--- src/rtl/cache_pkg.sv ---
// Shared types and constants for the coherent cache controller.
// Line-state encoding: UC=0, UD=1, SC=2, SD=3, I=4. Codes 5-7 are illegal.
package cache_pkg;

  localparam int WIDTH_STATE = 3;

  typedef enum logic [WIDTH_STATE-1:0] {
    LS_UC = 3'd0,
    LS_UD = 3'd1,
    LS_SC = 3'd2,
    LS_SD = 3'd3,
    LS_I  = 3'd4
  } line_state_t;

  typedef enum logic [1:0] {
    OP_READ  = 2'b00,
    OP_WRITE = 2'b01,
    OP_NOP   = 2'b10
  } cpu_op_t;

  typedef enum logic [2:0] {
    ST_IDLE,
    ST_LOOKUP,
    ST_WRITEBACK,
    ST_ALLOCATE,
    ST_UPGRADE,
    ST_DONE,
    ST_ERROR
  } ctrl_state_t;

  // Illegal codes from the datapath are handled exactly like an invalid line.
  function automatic line_state_t legalize(input logic [WIDTH_STATE-1:0] code);
    return (code > WIDTH_STATE'(4)) ? LS_I : line_state_t'(code);
  endfunction

  function automatic logic is_dirty(input line_state_t ls);
    return (ls == LS_UD) || (ls == LS_SD);
  endfunction

endpackage

--- src/rtl/cache_ctrl_coherent_if.sv ---
// CPU-side request/response bundle of the coherent cache controller.
// master = CPU (issues requests), slave = controller (accepts and completes).
interface cache_ctrl_coherent_if;

  logic       cpu_req_valid;
  logic [1:0] cpu_req_op;
  logic       cpu_req_ready;
  logic       cache_complete;
  logic       cache_error;

  modport master (
    output cpu_req_valid,
    output cpu_req_op,
    input  cpu_req_ready,
    input  cache_complete,
    input  cache_error
  );

  modport slave (
    input  cpu_req_valid,
    input  cpu_req_op,
    output cpu_req_ready,
    output cache_complete,
    output cache_error
  );

endinterface

--- src/rtl/cache_ace_wait_timer.sv ---
// Counts cycles spent waiting on ace_ready within one ACE phase and flags
// a timeout when TIMEOUT_CYCLES waiting cycles pass without ace_ready.
// TIMEOUT_CYCLES = 0 disables the timeout.
module cache_ace_wait_timer #(
  parameter int TIMEOUT_CYCLES = 256,
  parameter int CNT_WIDTH      = (TIMEOUT_CYCLES > 0) ? $clog2(TIMEOUT_CYCLES + 1) : 1
) (
  input  logic clk,
  input  logic reset,
  input  logic clear,
  input  logic waiting,
  input  logic ace_ready,
  output logic expired
);

  logic [CNT_WIDTH-1:0] cnt;

  // ace_ready in the limit cycle keeps expired low, so completion wins.
  assign expired = (TIMEOUT_CYCLES != 0) && waiting && !ace_ready &&
                   (cnt == CNT_WIDTH'(TIMEOUT_CYCLES - 1));

  // Wait counter: restarts on every controller state change.
  always_ff @(posedge clk) begin
    // NOTE: sequential state uses non-blocking assignments so every flop
    // samples pre-edge values regardless of block ordering.
    if (reset || clear) begin
      cnt <= '0;
    end else if (waiting && !ace_ready && !expired) begin
      cnt <= cnt + 1'b1;
    end
  end

endmodule

--- src/rtl/cache_ctrl_coherent.sv ---
// Coherent single-line cache controller between the CPU request port, the
// tag/state datapath and the ACE controller. Handles hits, SC/SD write
// upgrades, dirty-victim writeback, refill with re-lookup, a refill-loop
// guard and a bounded ACE wait.
// Optional statistics counters are enabled by defining CACHE_CTRL_STATS_EN.
module cache_ctrl_coherent
  import cache_pkg::*;
#(
  parameter int WIDTH_STATE    = cache_pkg::WIDTH_STATE,
  parameter int TIMEOUT_CYCLES = 256,
  parameter int CNT_WIDTH      = (TIMEOUT_CYCLES > 0) ? $clog2(TIMEOUT_CYCLES + 1) : 1
`ifdef CACHE_CTRL_STATS_EN
  , parameter int STAT_WIDTH   = 32
`endif
) (
  input  logic                   clk,
  input  logic                   reset,
  cache_ctrl_coherent_if.slave   cpu,
  input  logic                   cache_hit,
  input  logic                   cache_miss,
  input  logic [WIDTH_STATE-1:0] line_state,
  input  logic                   ace_ready,
  output logic                   read_req,
  output logic                   write_req,
  output logic                   invalid_req,
  output logic                   write_from_cpu,
  output logic                   write_from_interconnect,
  output logic [WIDTH_STATE-1:0] new_state,
  output logic                   new_state_we
`ifdef CACHE_CTRL_STATS_EN
  , output logic [STAT_WIDTH-1:0] stat_hits
  , output logic [STAT_WIDTH-1:0] stat_misses
  , output logic [STAT_WIDTH-1:0] stat_errors
`endif
);

  ctrl_state_t state_q, state_d;
  cpu_op_t     op_q;
  logic        refilled_q;
  logic        refill_set;
  line_state_t ls;
  line_state_t ns;
  logic        lk_hit;
  logic        waiting;
  logic        timeout;
  logic        ready, complete, error;

  assign ls     = legalize(line_state);
  // A lookup is a usable hit only if miss is quiet and the line is valid.
  assign lk_hit = cache_hit && !cache_miss && (ls != LS_I);
  assign waiting = (state_q == ST_WRITEBACK) || (state_q == ST_ALLOCATE) ||
                   (state_q == ST_UPGRADE);

  cache_ace_wait_timer #(
    .TIMEOUT_CYCLES (TIMEOUT_CYCLES),
    .CNT_WIDTH      (CNT_WIDTH)
  ) u_timer (
    .clk       (clk),
    .reset     (reset),
    .clear     (state_d != state_q),
    .waiting   (waiting),
    .ace_ready (ace_ready),
    .expired   (timeout)
  );

  // Next-state and output decode; reset forces the idle output pattern.
  always_comb begin
    // NOTE: every variable gets a default first so no path infers a latch.
    state_d                 = state_q;
    ready                   = 1'b0;
    read_req                = 1'b0;
    write_req               = 1'b0;
    invalid_req             = 1'b0;
    write_from_cpu          = 1'b0;
    write_from_interconnect = 1'b0;
    ns                      = LS_I;
    new_state_we            = 1'b0;
    complete                = 1'b0;
    error                   = 1'b0;
    refill_set              = 1'b0;
    if (reset) begin
      ready = 1'b1;
    end else begin
      case (state_q)
        ST_IDLE: begin
          ready = 1'b1;
          if (cpu.cpu_req_valid &&
              (cpu.cpu_req_op == OP_READ || cpu.cpu_req_op == OP_WRITE)) begin
            state_d = ST_LOOKUP;
          end
        end
        ST_LOOKUP: begin
          if (cache_hit || cache_miss) begin
            if (lk_hit && op_q == OP_READ) begin
              state_d = ST_DONE;
            end else if (lk_hit && (ls == LS_UC || ls == LS_UD)) begin
              write_from_cpu = 1'b1;
              ns             = LS_UD;
              new_state_we   = 1'b1;
              state_d        = ST_DONE;
            end else if (lk_hit) begin
              state_d = ST_UPGRADE;
            end else if (refilled_q) begin
              state_d = ST_ERROR;
            end else if (is_dirty(ls)) begin
              state_d = ST_WRITEBACK;
            end else begin
              state_d = ST_ALLOCATE;
            end
          end
        end
        ST_WRITEBACK: begin
          write_req = 1'b1;
          if (ace_ready) begin
            ns           = LS_I;
            new_state_we = 1'b1;
            state_d      = ST_ALLOCATE;
          end else if (timeout) begin
            state_d = ST_ERROR;
          end
        end
        ST_ALLOCATE: begin
          read_req = 1'b1;
          if (ace_ready) begin
            write_from_interconnect = 1'b1;
            ns                      = (op_q == OP_WRITE) ? LS_UC : LS_SC;
            new_state_we            = 1'b1;
            refill_set              = 1'b1;
            state_d                 = ST_LOOKUP;
          end else if (timeout) begin
            state_d = ST_ERROR;
          end
        end
        ST_UPGRADE: begin
          invalid_req = 1'b1;
          if (ace_ready) begin
            write_from_cpu = 1'b1;
            ns             = LS_UD;
            new_state_we   = 1'b1;
            state_d        = ST_DONE;
          end else if (timeout) begin
            state_d = ST_ERROR;
          end
        end
        ST_DONE: begin
          complete = 1'b1;
          state_d  = ST_IDLE;
        end
        ST_ERROR: begin
          complete = 1'b1;
          error    = 1'b1;
          state_d  = ST_IDLE;
        end
        default: state_d = ST_IDLE;
      endcase
    end
  end

  assign new_state          = ns;
  assign cpu.cpu_req_ready  = ready;
  assign cpu.cache_complete = complete;
  assign cpu.cache_error    = error;

  // FSM state, latched opcode and refill-loop flag.
  always_ff @(posedge clk) begin
    if (reset) begin
      state_q    <= ST_IDLE;
      op_q       <= OP_READ;
      refilled_q <= 1'b0;
    end else begin
      state_q <= state_d;
      if (state_q == ST_IDLE && state_d == ST_LOOKUP) begin
        op_q       <= cpu_op_t'(cpu.cpu_req_op);
        refilled_q <= 1'b0;
      end else if (refill_set) begin
        refilled_q <= 1'b1;
      end
    end
  end

`ifdef CACHE_CTRL_STATS_EN
  logic hit_ev, miss_ev, err_ev;

  // LOOKUP leaving for DONE/UPGRADE is a hit; for WRITEBACK/ALLOCATE a miss.
  assign hit_ev  = (state_q == ST_LOOKUP) && !refilled_q &&
                   (state_d == ST_DONE || state_d == ST_UPGRADE);
  assign miss_ev = (state_q == ST_LOOKUP) &&
                   (state_d == ST_WRITEBACK || state_d == ST_ALLOCATE);
  assign err_ev  = (state_d == ST_ERROR) && (state_q != ST_ERROR);

  // Saturating event counters.
  always_ff @(posedge clk) begin
    if (reset) begin
      stat_hits   <= '0;
      stat_misses <= '0;
      stat_errors <= '0;
    end else begin
      if (hit_ev && stat_hits != '1)    stat_hits   <= stat_hits + 1'b1;
      if (miss_ev && stat_misses != '1) stat_misses <= stat_misses + 1'b1;
      if (err_ev && stat_errors != '1)  stat_errors <= stat_errors + 1'b1;
    end
  end
`endif

endmodule

--- src/flat_wrapper.sv ---
// flat-port wrapper written by rule: the top's interface ports become plain ports
module cache_ctrl_coherent_flat import cache_pkg::*;
#(
  parameter int WIDTH_STATE    = cache_pkg::WIDTH_STATE,
  parameter int TIMEOUT_CYCLES = 256,
  parameter int CNT_WIDTH      = (TIMEOUT_CYCLES > 0) ? $clog2(TIMEOUT_CYCLES + 1) : 1

)
  (clk, reset, cache_hit, cache_miss, line_state, ace_ready, read_req, write_req, invalid_req, write_from_cpu, write_from_interconnect, new_state, new_state_we, cpu_cpu_req_valid, cpu_cpu_req_op, cpu_cpu_req_ready, cpu_cache_complete, cpu_cache_error);
  cache_ctrl_coherent_if cpu_i ();
  input  logic clk;
  input  logic reset;
  input  logic cache_hit;
  input  logic cache_miss;
  input  logic [WIDTH_STATE-1:0] line_state;
  input  logic ace_ready;
  output logic read_req;
  output logic write_req;
  output logic invalid_req;
  output logic write_from_cpu;
  output logic write_from_interconnect;
  output logic [WIDTH_STATE-1:0] new_state;
  output logic new_state_we;
  input wire logic [$bits(cpu_i.cpu_req_valid)-1:0] cpu_cpu_req_valid;
  input wire logic [$bits(cpu_i.cpu_req_op)-1:0] cpu_cpu_req_op;
  output wire logic [$bits(cpu_i.cpu_req_ready)-1:0] cpu_cpu_req_ready;
  output wire logic [$bits(cpu_i.cache_complete)-1:0] cpu_cache_complete;
  output wire logic [$bits(cpu_i.cache_error)-1:0] cpu_cache_error;
  assign cpu_i.cpu_req_valid = cpu_cpu_req_valid;
  assign cpu_i.cpu_req_op = cpu_cpu_req_op;
  assign cpu_cpu_req_ready = cpu_i.cpu_req_ready;
  assign cpu_cache_complete = cpu_i.cache_complete;
  assign cpu_cache_error = cpu_i.cache_error;
  cache_ctrl_coherent #(.WIDTH_STATE(WIDTH_STATE), .TIMEOUT_CYCLES(TIMEOUT_CYCLES), .CNT_WIDTH(CNT_WIDTH)) u_core (.clk(clk), .reset(reset), .cpu(cpu_i), .cache_hit(cache_hit), .cache_miss(cache_miss), .line_state(line_state), .ace_ready(ace_ready), .read_req(read_req), .write_req(write_req), .invalid_req(invalid_req), .write_from_cpu(write_from_cpu), .write_from_interconnect(write_from_interconnect), .new_state(new_state), .new_state_we(new_state_we));
endmodule
--- config.mk ---
export PLATFORM = sky130hd
export DESIGN_NAME = cache_ctrl_coherent_flat
export DESIGN_NICKNAME = d
export VERILOG_FILES = /design/src/rtl/cache_pkg.sv /design/src/rtl/cache_ctrl_coherent_if.sv /design/src/rtl/cache_ace_wait_timer.sv /design/src/rtl/cache_ctrl_coherent.sv /design/src/flat_wrapper.sv
export SDC_FILE = /design/constraint.sdc
export NUM_CORES = 1
export LEC_CHECK = 0
export ABC_CLOCK_PERIOD_IN_PS = 3500
export CORE_MARGIN = 2
export CORE_UTILIZATION = 35
export CTS_CLUSTER_DIAMETER = 120
export DETAILED_ROUTE_END_ITERATION = 8
export GPL_ROUTABILITY_DRIVEN = 0
export PLACE_DENSITY_LB_ADDON = 0.12
export SLEW_MARGIN = 20
export SYNTH_ARGS = -nofsm -noshare
export SYNTH_HDL_FRONTEND = slang
export SYNTH_SLANG_ARGS = --single-unit
--- constraint.sdc ---
create_clock -name clk -period 3.5 [get_ports clk]
set_input_delay 1.05 -clock clk [delete_from_list [all_inputs] [get_ports clk]]
set_output_delay 1.05 -clock clk [all_outputs]
set_load 0.03 [all_outputs]
==> results of run 1 <==
-- routing by layer --
layer / vias to the layer above / wire length (um) / share of wire / track usage
met5: - / 0 / 0 / 0
met4: 0 / 35 / 0.014 / 0.0747
met3: 4 / 64 / 0.025 / 0.0284
met2: 11 / 1190 / 0.47 / 0.265
met1: 487 / 1260 / 0.49 / 0.221
li1: 535 / - / - / -
-- sequential cells by signal (all words and copies together) (netlist names) --
signal and cells:
u_core.u_timer.cnt 9, u_core.refilled_q 1, u_core.state_q 3, u_core.op_q 2
-- through the flow --
step	hold slack, ns	area (um2)
global placement	0.487	1370
floorplan	0.470	1080
CTS	0.510	1420
detailed placement	0.489	1370
finish	0.502	1420
global route	0.551	1420
-- power by group through the flow --
stage	Sequential, uW	Combinational [uW]	Clock (uW)
final	182	107	102
after global routing	183	118	114
after global placement	186	105	0
after CTS	182	108	108
after detailed placement	186	106	0
after floorplan	181	73.0	0
-- critical path, delay by kind of cell --
family / cells / cell delay [ns]
AND/OR/NAND/NOR: 2 / 0.37
AO/OA/AOI/OAI: 2 / 0.34
buffers and inverters: 3 / 0.56
-- what timing repair did --
| item | in CTS | in global routing |
|---|---|---|
| resized for setup | 16 | 5 |
| pin swaps | 6 | 3 |
| hold buffers | 0 | 0 |
| setup endpoints to repair | 4 | 3 |
-- cell families after synthesis --
| logic type | synth area share |
|---|---|
| AO/OA/AOI/OAI | 0.194 |
| AND/OR/NAND/NOR | 0.360 |
| buffers and inverters | 0.0489 |
| flip-flops | 0.279 |
| adder cells (fa/ha/maj) | 0.0233 |
| multiplexers | 0.0291 |
| XOR/XNOR | 0.0652 |
-- synthesized netlist by cell type (all sizes together), types with 3 or more instances --
library cell  number  area (um2)
nor2              16        70.1
dfxtp             15         300
nand2              8        30.0
nor2b              7        43.8
a211oi             6        62.6
buf                6        30.0
xor2               6        52.6
nand2b             5        31.3
o21ai              5        25.0
a21o               4        30.0
a21oi              4        20.0
nand4              4        25.0
nor3               4        20.0
and3               3        18.8
clkbuf             3        11.3
inv                3        11.3
nand3b             3        22.5
nor3b              3        22.5
-- how the worst max path moves through the flow --
| stage | cells past startpoint | from | to |
|---|---|---|---|
| detailed placement | 7 | cache_miss | new_state[2] |
| finish | 7 | line_state[1] | new_state_we |
| floorplan | 4 | cache_miss | new_state[0] |
| CTS | 6 | ace_ready | new_state[0] |
| global placement | 7 | cache_miss | new_state[2] |
| global route | 7 | line_state[1] | new_state_we |
-- final cells by class --
cell class / count / area share
Tap cell: 33 / 0.0290
Inverter: 3 / 0.00792
Sequential cell: 15 / 0.211
Timing Repair Buffer: 35 / 0.200
Clock buffer: 4 / 0.0185
Multi-Input combinational cell: 105 / 0.534
-- cells in the final DEF, fill, tap and decap left out, types with 2 or more instances in the layout --
cell type / Yosys / routed
a21oi_2: 0 / 2
a31oi_1: 2 / 2
nand3b_1: 3 / 3
o21ai_0: 5 / 5
a211oi_2: 1 / 3
inv_1: 3 / 3
xor2_1: 6 / 6
a21oi_1: 4 / 2
nor3b_1: 3 / 3
nand2b_1: 5 / 5
dfxtp_1: 15 / 15
xnor2_1: 2 / 2
mux2i_1: 2 / 2
clkbuf_4: 0 / 3
or2_2: 2 / 2
nand4_1: 4 / 4
and3_1: 3 / 3
nor3_1: 4 / 4
clkdlybuf4s50_1: 0 / 5
ha_1: 2 / 2
a21o_1: 4 / 4
nor2_2: 4 / 5
nor2b_1: 7 / 6
a211oi_1: 4 / 2
dlygate4sd2_1: 0 / 2
o21bai_1: 2 / 2
nor2_1: 12 / 11
nand2_1: 8 / 8
buf_4: 1 / 23
==> flow_metrics.py, run 1 <==
metrics = {
    "outcome": {
        "outcome": "completed",
    },
    "place": {
        "post-dp-hpwl_mm": 1.96,
        "pre_cts_slack_ns": -0.668,
        "place_inst": 191,
        "io_buffers": 22,
    },
    "sta": {
        "rsz0062_at_grt": "false",
        "finalHoldViolations": 0,
        "fin_worst_skew_ns": 0.00470,
        "fin_crit_ns": 3.38,
        "tns_ns": 0,
        "setup-violations-final": 0,
        "worstMarginPinSlew_ns": 0.628,
        "worst_slack_ns": 0.124,
        "relSlewSlack": 0.578,
        "fin_crit_sh": 0.964,
        "slew_viol_final": 0,
        "max_freq_mhz": 296,
    },
    "cts": {
        "postCtsSetupRepairBufs": 0,
        "cts.sinks": 15,
        "root_buffer": "clkbuf_4",
        "clkLatencyLatePin_ns": 0.28,
        "cts_made_buffers": 3,
        "clk_pin_slew_ns": 0.09,
        "cts_tree": "built",
        "cts_max_path_buffers": 2,
        "htree_levels": 1,
    },
    "critical_path": {
        "slowest_stage": "nor4bb_4",
        "reg2reg_depth": 9,
        "crit_required_ns": 2.45,
        "critPathMaxStageDelay_ns": 0.30,
        "crit_path_max_fanout": 2,
        "critPathArrivalTime_ns": 2.33,
        "rr_startpoint": "u_core.u_timer.cnt[3]$_SDFFE_PP0P_",
        "worstSetupStartpointType": "input port",
        "worstSetupEndpointType": "output port",
        "timing.rr.end": "u_core.u_timer.cnt[8]$_SDFFE_PP0P_",
        "crit_type": "input port to output port",
        "cp_cell_sequence": "dlygate4sd2_1 -> nor4bb_4 -> buf_4 -> nand3b_1 -> a21o_1 -> a21oi_2 -> buf_6",
        "r2r_setup_slack_ns": 1.14,
    },
    "power_and_ir_drop": {
        "power_leakage_uw": 0.000559,
        "power_frac_seq": 0.466,
        "switching_share": 0.314,
        "pwr-share-comb": 0.275,
        "power_frac_clock": 0.260,
        "p_int_uw": 268,
        "switching_power_uw": 123,
        "p_per_area_nw_per_um2": 275,
        "ir_worst_vdd_uv": 169,
        "finalPower_uw": 391,
    },
    "synthesis": {
        "synth_edf_count": 0,
        "ys.flop_type": "dfxtp_1",
        "synthDistinctLibCells": 44,
        "yosysSeqAreaShare": 0.279,
        "synth_cells": 132,
        "syn-cell-area_um2": 1070,
        "synthesis.nets": 145,
        "synth_area_per_cell_um2": 8.14,
        "ys_warn_count": 0,
        "async_reset_ff_frac": 0,
        "synth_seq_cells": 15,
    },
    "global_route": {
        "grt_pass1_vias": 1032,
        "overflow": 0,
        "grt_pass1_wl_mm": 4.50,
        "grt_start_max_net_pins": 19,
        "track_usage": 0.167,
        "antenna_found_initial": 0,
    },
    "floorplan": {
        "die_h_um": 59.4,
        "fp-row-count": 20,
        "die_x_um": 59.4,
        "start_util": 0.361,
        "io_pins": 23,
        "core_um2": 2980,
        "die_area_um2": 3530,
    },
    "routing": {
        "drt_iter0_markers": 33,
        "vias": 1037,
        "drc_errors": 0,
        "wirelength_mm": 2.55,
        "viasPerCell": 5.32,
        "drtPass1Iterations": 4,
        "wl_per_cell_um": 13.1,
        "drtAntennaViolNets": 0,
    },
    "run": {
        "maxCapViolations": 0,
    },
    "cells_and_area": {
        "multiInputGateArea_um2": 759,
        "ff_latch_area_um2": 300,
        "drive_above_1_share": 0.309,
        "nets": 176,
        "utilization": 0.478,
        "nFillCells": 301,
        "diodes": 0,
        "stdcell_count": 195,
        "area_growth_pct": 32.4,
    },
    "worst_hold_path": {
        "hold_path_depth": 2,
        "hold_path_end": "u_core.op_q[1]$_SDFFE_PP0P_",
        "min_path_type": "register to register",
        "holdCritStartpoint": "u_core.op_q[1]$_SDFFE_PP0P_",
    },
}
No activity file was read; power rests on OpenSTA's default activity.
==> inputs of run 2 (changes only) <==
- CORE_UTILIZATION: 35 -> 50
==> run 2 against run 1 <==
  * Register-to-register slack got worse by 0.16 ns
  * Worst setup slack improved by 0.022 ns
  * Wire length fell by 11%
  * Sequential cell count did not move
  * Global-route usage rose by 4.1 points
  * Hold slack got worse by 0.0071 ns
  * Critical path type unchanged
  * Largest cell class unchanged
  * Highest routed layer is now met3
==> flow_metrics.py, run 2 (same netlist as run 1, synthesis figures left out) <==
metrics = {
    "power_and_ir_drop": {
        "pwr-share-comb": 0.287,
        "power_frac_seq": 0.466,
        "finalPower_uw": 385,
        "power_leakage_uw": 0.000572,
        "switching_power_uw": 117,
        "p_per_area_nw_per_um2": 270,
        "power_frac_clock": 0.247,
        "switching_share": 0.304,
        "ir_worst_vdd_uv": 240,
        "p_int_uw": 268,
    },
    "cts": {
        "cts_made_buffers": 3,
        "clkLatencyLatePin_ns": 0.28,
        "cts_tree": "built",
        "cts_max_path_buffers": 2,
        "cts.sinks": 15,
        "htree_levels": 1,
        "ctsHoldBuffers": 0,
        "clk_pin_slew_ns": 0.08,
        "root_buffer": "clkbuf_4",
    },
    "sta": {
        "fin_crit_sh": 0.958,
        "setup-violations-final": 0,
        "max_freq_mhz": 298,
        "finalHoldViolations": 0,
        "fin_crit_ns": 3.35,
        "worst_slack_ns": 0.147,
        "worstMarginPinSlew_ns": 0.708,
        "relSlewSlack": 0.524,
        "slew_viol_final": 0,
        "fin_worst_skew_ns": 0.00761,
    },
    "routing": {
        "drtAntennaViolNets": 0,
        "wl_per_cell_um": 11.9,
        "vias": 1016,
        "viasPerCell": 5.32,
        "drc_errors": 0,
        "wirelength_mm": 2.27,
        "drtPass1Iterations": 4,
        "drt_iter0_markers": 25,
    },
    "worst_hold_path": {
        "min_path_type": "register to register",
        "holdCritStartpoint": "u_core.op_q[1]$_SDFFE_PP0P_",
    },
    "floorplan": {
        "die_x_um": 50.4,
        "die_h_um": 50.4,
        "core_um2": 2000,
        "start_util": 0.537,
        "die_area_um2": 2540,
        "fp-row-count": 16,
        "io_pins": 23,
    },
    "global_route": {
        "grt_pass1_vias": 961,
        "antenna_found_initial": 0,
        "grt_start_max_net_pins": 20,
        "grt_pass1_wl_mm": 4.24,
        "track_usage": 0.208,
        "overflow": 0,
    },
    "outcome": {
        "outcome": "completed",
    },
    "cells_and_area": {
        "largest_reg_flops": 9,
        "area_growth_pct": 32.4,
        "final_cell_mix": "buf_4, dfxtp_1, nor2_1",
        "mostFrequentLayoutCell": "buf_4",
        "diodes": 0,
        "nets": 178,
        "drive_above_1_share": 0.329,
        "final_cell_area_um2": 1420,
        "regMostFlops": "u_core.u_timer.cnt",
        "largest_registers": "u_core.u_timer.cnt x9, u_core.state_q x3, u_core.op_q x2",
    },
    "place": {
        "placed_area_um2": 1370,
        "post-dp-hpwl_mm": 1.74,
        "io_buffers": 22,
        "pre_cts_slack_ns": -0.635,
    },
    "run": {
        "maxCapViolations": 0,
    },
    "critical_path": {
        "rr_startpoint": "u_core.u_timer.cnt[2]$_SDFFE_PP0P_",
        "crit_required_ns": 2.45,
        "critPathArrivalTime_ns": 2.30,
        "worstSetupEndpointType": "output port",
        "worstSetupStartpointType": "input port",
        "crit_type": "input port to output port",
        "crit_path_max_fanout": 2,
        "cp-startpoint": "line_state[1]",
    },
}
## run 2: changes by cell type in the layout (fill, tap and decap cells not counted), sizes merged
cell and delta:
buf +2, clkinv +1, clkdlybuf4s15 -1
## run 2: worst paths after layout
check / depth (start not counted) / slack [ns] / endpoint
worst min-delay path: 2 / 0.49 / u_core.op_q[1]$_SDFFE_PP0P_
worst max register to register: 9 / 0.98 / u_core.u_timer.cnt[6]$_SDFFE_PP0P_
worst min register to register: 2 / 0.49 / u_core.op_q[1]$_SDFFE_PP0P_
worst max-delay path: 7 / 0.15 / new_state_we
## run 2: cell type report
type | instances | area (um2)
inverter | 3 | 11.3
tap | 27 | 33.8
multi-input combinational | 105 | 759
sequential | 15 | 300
fill | 170 | 579
timing repair buffer | 37 | 290
clock buffer | 3 | 22.5
clock inverter | 1 | 5.00
## run 2: power groups by stage
stage                     logic (uW)  clock network (uW)  registers (uW)
after floorplan                 73.0                   0             181
after global placement           108                   0             183
after detailed placement         109                   0             183
after CTS                        110                 100             179
after global routing             123                 105             180
final                            111                95.1             179
## run 2: critical path: stages
cell,delay (ns)
dlygate4sd2_1,0.26
nor4bb_4,0.29
buf_4,0.16
nand3b_1,0.08
a21o_1,0.20
a21oi_2,0.11
buf_4,0.16
## run 2: per-stage QoR
stage	util	setup TNS, ns	hold slack, ns	cells
finish	0.711	0	0.495	191
global route	0.711	-0.000298	0.527	191
CTS	0.709	0	0.504	191
detailed placement	0.684	-1.57	0.490	186
global placement	0.684	-1.31	0.486	186
floorplan	-	-0.211	0.470	132
## run 2: timing repair
action / CTS / global route
setup buffers: 1 / 0
endpoints found under the setup margin: 4 / 3
hold endpoints to repair: 0 / 0
gates resized for setup: 13 / 8
pin swaps: 5 / 3
## run 2: routing by layer
layer  global-route usage  vias up  wire (um)
met5                    0        -          0
met4               0.0135        0          0
met3               0.0357        0         76
met2                0.322       18       1040
met1                0.317      465       1160
li1                     -      533          -
==> inputs of run 3 (changes only) <==
- CORE_UTILIZATION: 50 -> 61
- DONT_BUFFER_PORTS: default -> 1
- SKIP_CTS_REPAIR_TIMING: default -> 1
- SKIP_LAST_GASP: default -> 1
==> run 3 against run 2 <==
  * Clock power rose by 5%
  * Clock skew fell by 0.0070 ns
  * Via count fell by 5.8%
  * Final area fell by 17%
  * Die area fell by 17%
  * Power fell by 5.9%
  * Sequential cell count did not move
  * First-iteration DRC count rose by 8.0%
  * Non-clock buffer count fell by 27
  * Sequential power barely moved
  * Core utilization fell by 1.4 points
  * Register-to-register slack got worse by 0.06 ns
  * Critical endpoint unchanged
  * Largest cell class unchanged
  * Largest power group unchanged
==> flow_metrics.py, run 3 (same netlist as run 1, synthesis figures left out) <==
metrics = {
    "outcome": {
        "outcome": "completed",
    },
    "floorplan": {
        "io_pins": 23,
        "start_util": 0.636,
        "core_um2": 1690,
        "die_h_um": 46.0,
        "fp-row-count": 15,
        "die_area_um2": 2110,
        "die_x_um": 46.0,
    },
    "sta": {
        "worst_slack_ns": 0.260,
        "holdWs_ns": 0.497,
        "tns_ns": 0,
        "max_freq_mhz": 309,
        "worstMarginPinSlew_ns": 0.643,
        "slew_viol_final": 0,
        "fin_crit_ns": 3.24,
        "setup-violations-final": 0,
        "fin_worst_skew_ns": 0.000618,
        "relSlewSlack": 0.567,
        "fin_crit_sh": 0.926,
        "finalHoldViolations": 0,
        "rsz0062_at_grt": "false",
    },
    "critical_path": {
        "crit_required_ns": 2.45,
        "worstSetupStartpointType": "input port",
        "crit_path_max_fanout": 5,
        "worstSetupEndpointType": "output port",
        "crit_type": "input port to output port",
        "reg2reg_depth": 9,
        "critPathArrivalTime_ns": 2.19,
    },
    "routing": {
        "wl_per_cell_um": 14.4,
        "drc_errors": 0,
        "vias": 957,
        "viasPerCell": 6.21,
        "drt_iter0_markers": 27,
        "wirelength_mm": 2.22,
        "drtPass1Iterations": 4,
        "drtAntennaViolNets": 0,
    },
    "cts": {
        "cts.sinks": 15,
        "cts_max_path_buffers": 2,
        "cts_made_buffers": 3,
        "htree_levels": 1,
        "clk_pin_slew_ns": 0.09,
        "cts_tree": "built",
        "root_buffer": "clkbuf_4",
        "clkLatencyLatePin_ns": 0.29,
    },
    "cells_and_area": {
        "nFillCells": 147,
        "ff_latch_area_um2": 300,
        "utilization": 0.696,
        "mostFrequentLayoutCell": "dfxtp_1",
        "largest_registers": "u_core.u_timer.cnt x9, u_core.state_q x3, u_core.op_q x2",
        "diodes": 0,
        "regMostFlops": "u_core.u_timer.cnt",
        "final_cell_mix": "dfxtp_1, nor2_1, buf_4",
        "nets": 151,
        "area_growth_pct": 9.43,
        "largest_reg_flops": 9,
        "drive_above_1_share": 0.219,
        "multiInputGateArea_um2": 741,
    },
    "global_route": {
        "antenna_found_initial": 0,
        "track_usage": 0.242,
        "overflow": 0,
        "grt_pass1_wl_mm": 3.73,
        "grt_start_max_net_pins": 21,
        "grt_pass1_vias": 853,
    },
    "power_and_ir_drop": {
        "power_leakage_uw": 0.000434,
        "p_per_area_nw_per_um2": 308,
        "ir_worst_vdd_uv": 213,
    },
    "worst_hold_path": {
        "min_path_type": "register to register",
        "hold_path_depth": 2,
    },
    "place": {
        "io_buffers": 0,
        "pre_cts_slack_ns": 0.0239,
        "post-dp-hpwl_mm": 1.64,
    },
    "run": {
        "maxCapViolations": 0,
    },
}
-- run 3: metrics by stage --
stage / cells / cell area, um2 / total power, uW
3_3_place_gp: 150 / 1130 / 262
2_1_floorplan: 132 / 1080 / 253
6_report: 154 / 1180 / 362
4_1_cts: 154 / 1160 / 363
3_5_place_dp: 150 / 1130 / 264
5_1_grt: 154 / 1180 / 380
-- run 3: critical path: stages --
cell and delay, ns:
nor2_1 0.21, nor4bb_4 0.30, nand3b_1 0.11, a21o_1 0.19, a21oi_1 0.15, buf_4 0.18
-- run 3: path summary, 6_finish.rpt --
| path | slack, ns | start | endpoint |
|---|---|---|---|
| min reg2reg | 0.50 | u_core.op_q[1]$_SDFFE_PP0P_ | u_core.op_q[1]$_SDFFE_PP0P_ |
| min | 0.50 | u_core.op_q[1]$_SDFFE_PP0P_ | u_core.op_q[1]$_SDFFE_PP0P_ |
| max reg2reg | 0.92 | u_core.u_timer.cnt[2]$_SDFFE_PP0P_ | u_core.u_timer.cnt[0]$_SDFFE_PP0P_ |
| max | 0.26 | cache_miss | new_state_we |
-- run 3: metal layers --
layer  global-route usage  wire (um)  vias to the layer above
met3               0.0516         92                        4
met2                0.350       1010                       25
met4               0.0743         27                        0
met1                0.358       1090                      445
li1                     -          -                      483
met5                    0          0                        -
-- run 3: final cells by class --
class / count / share of cell area
inverter: 3 / 0.00957
clock inverter: 1 / 0.00426
tap: 17 / 0.0181
clock buffer: 3 / 0.0191
multi-input combinational: 105 / 0.630
sequential: 15 / 0.255
timing repair buffer: 10 / 0.0638
-- run 3: report_power, final --
group	internal, uW	leakage (uW)	switching, uW
registers	175	0.000121	3.96
logic	32.9	0.000295	50.2
clock network	42.5	0.0000177	57.7
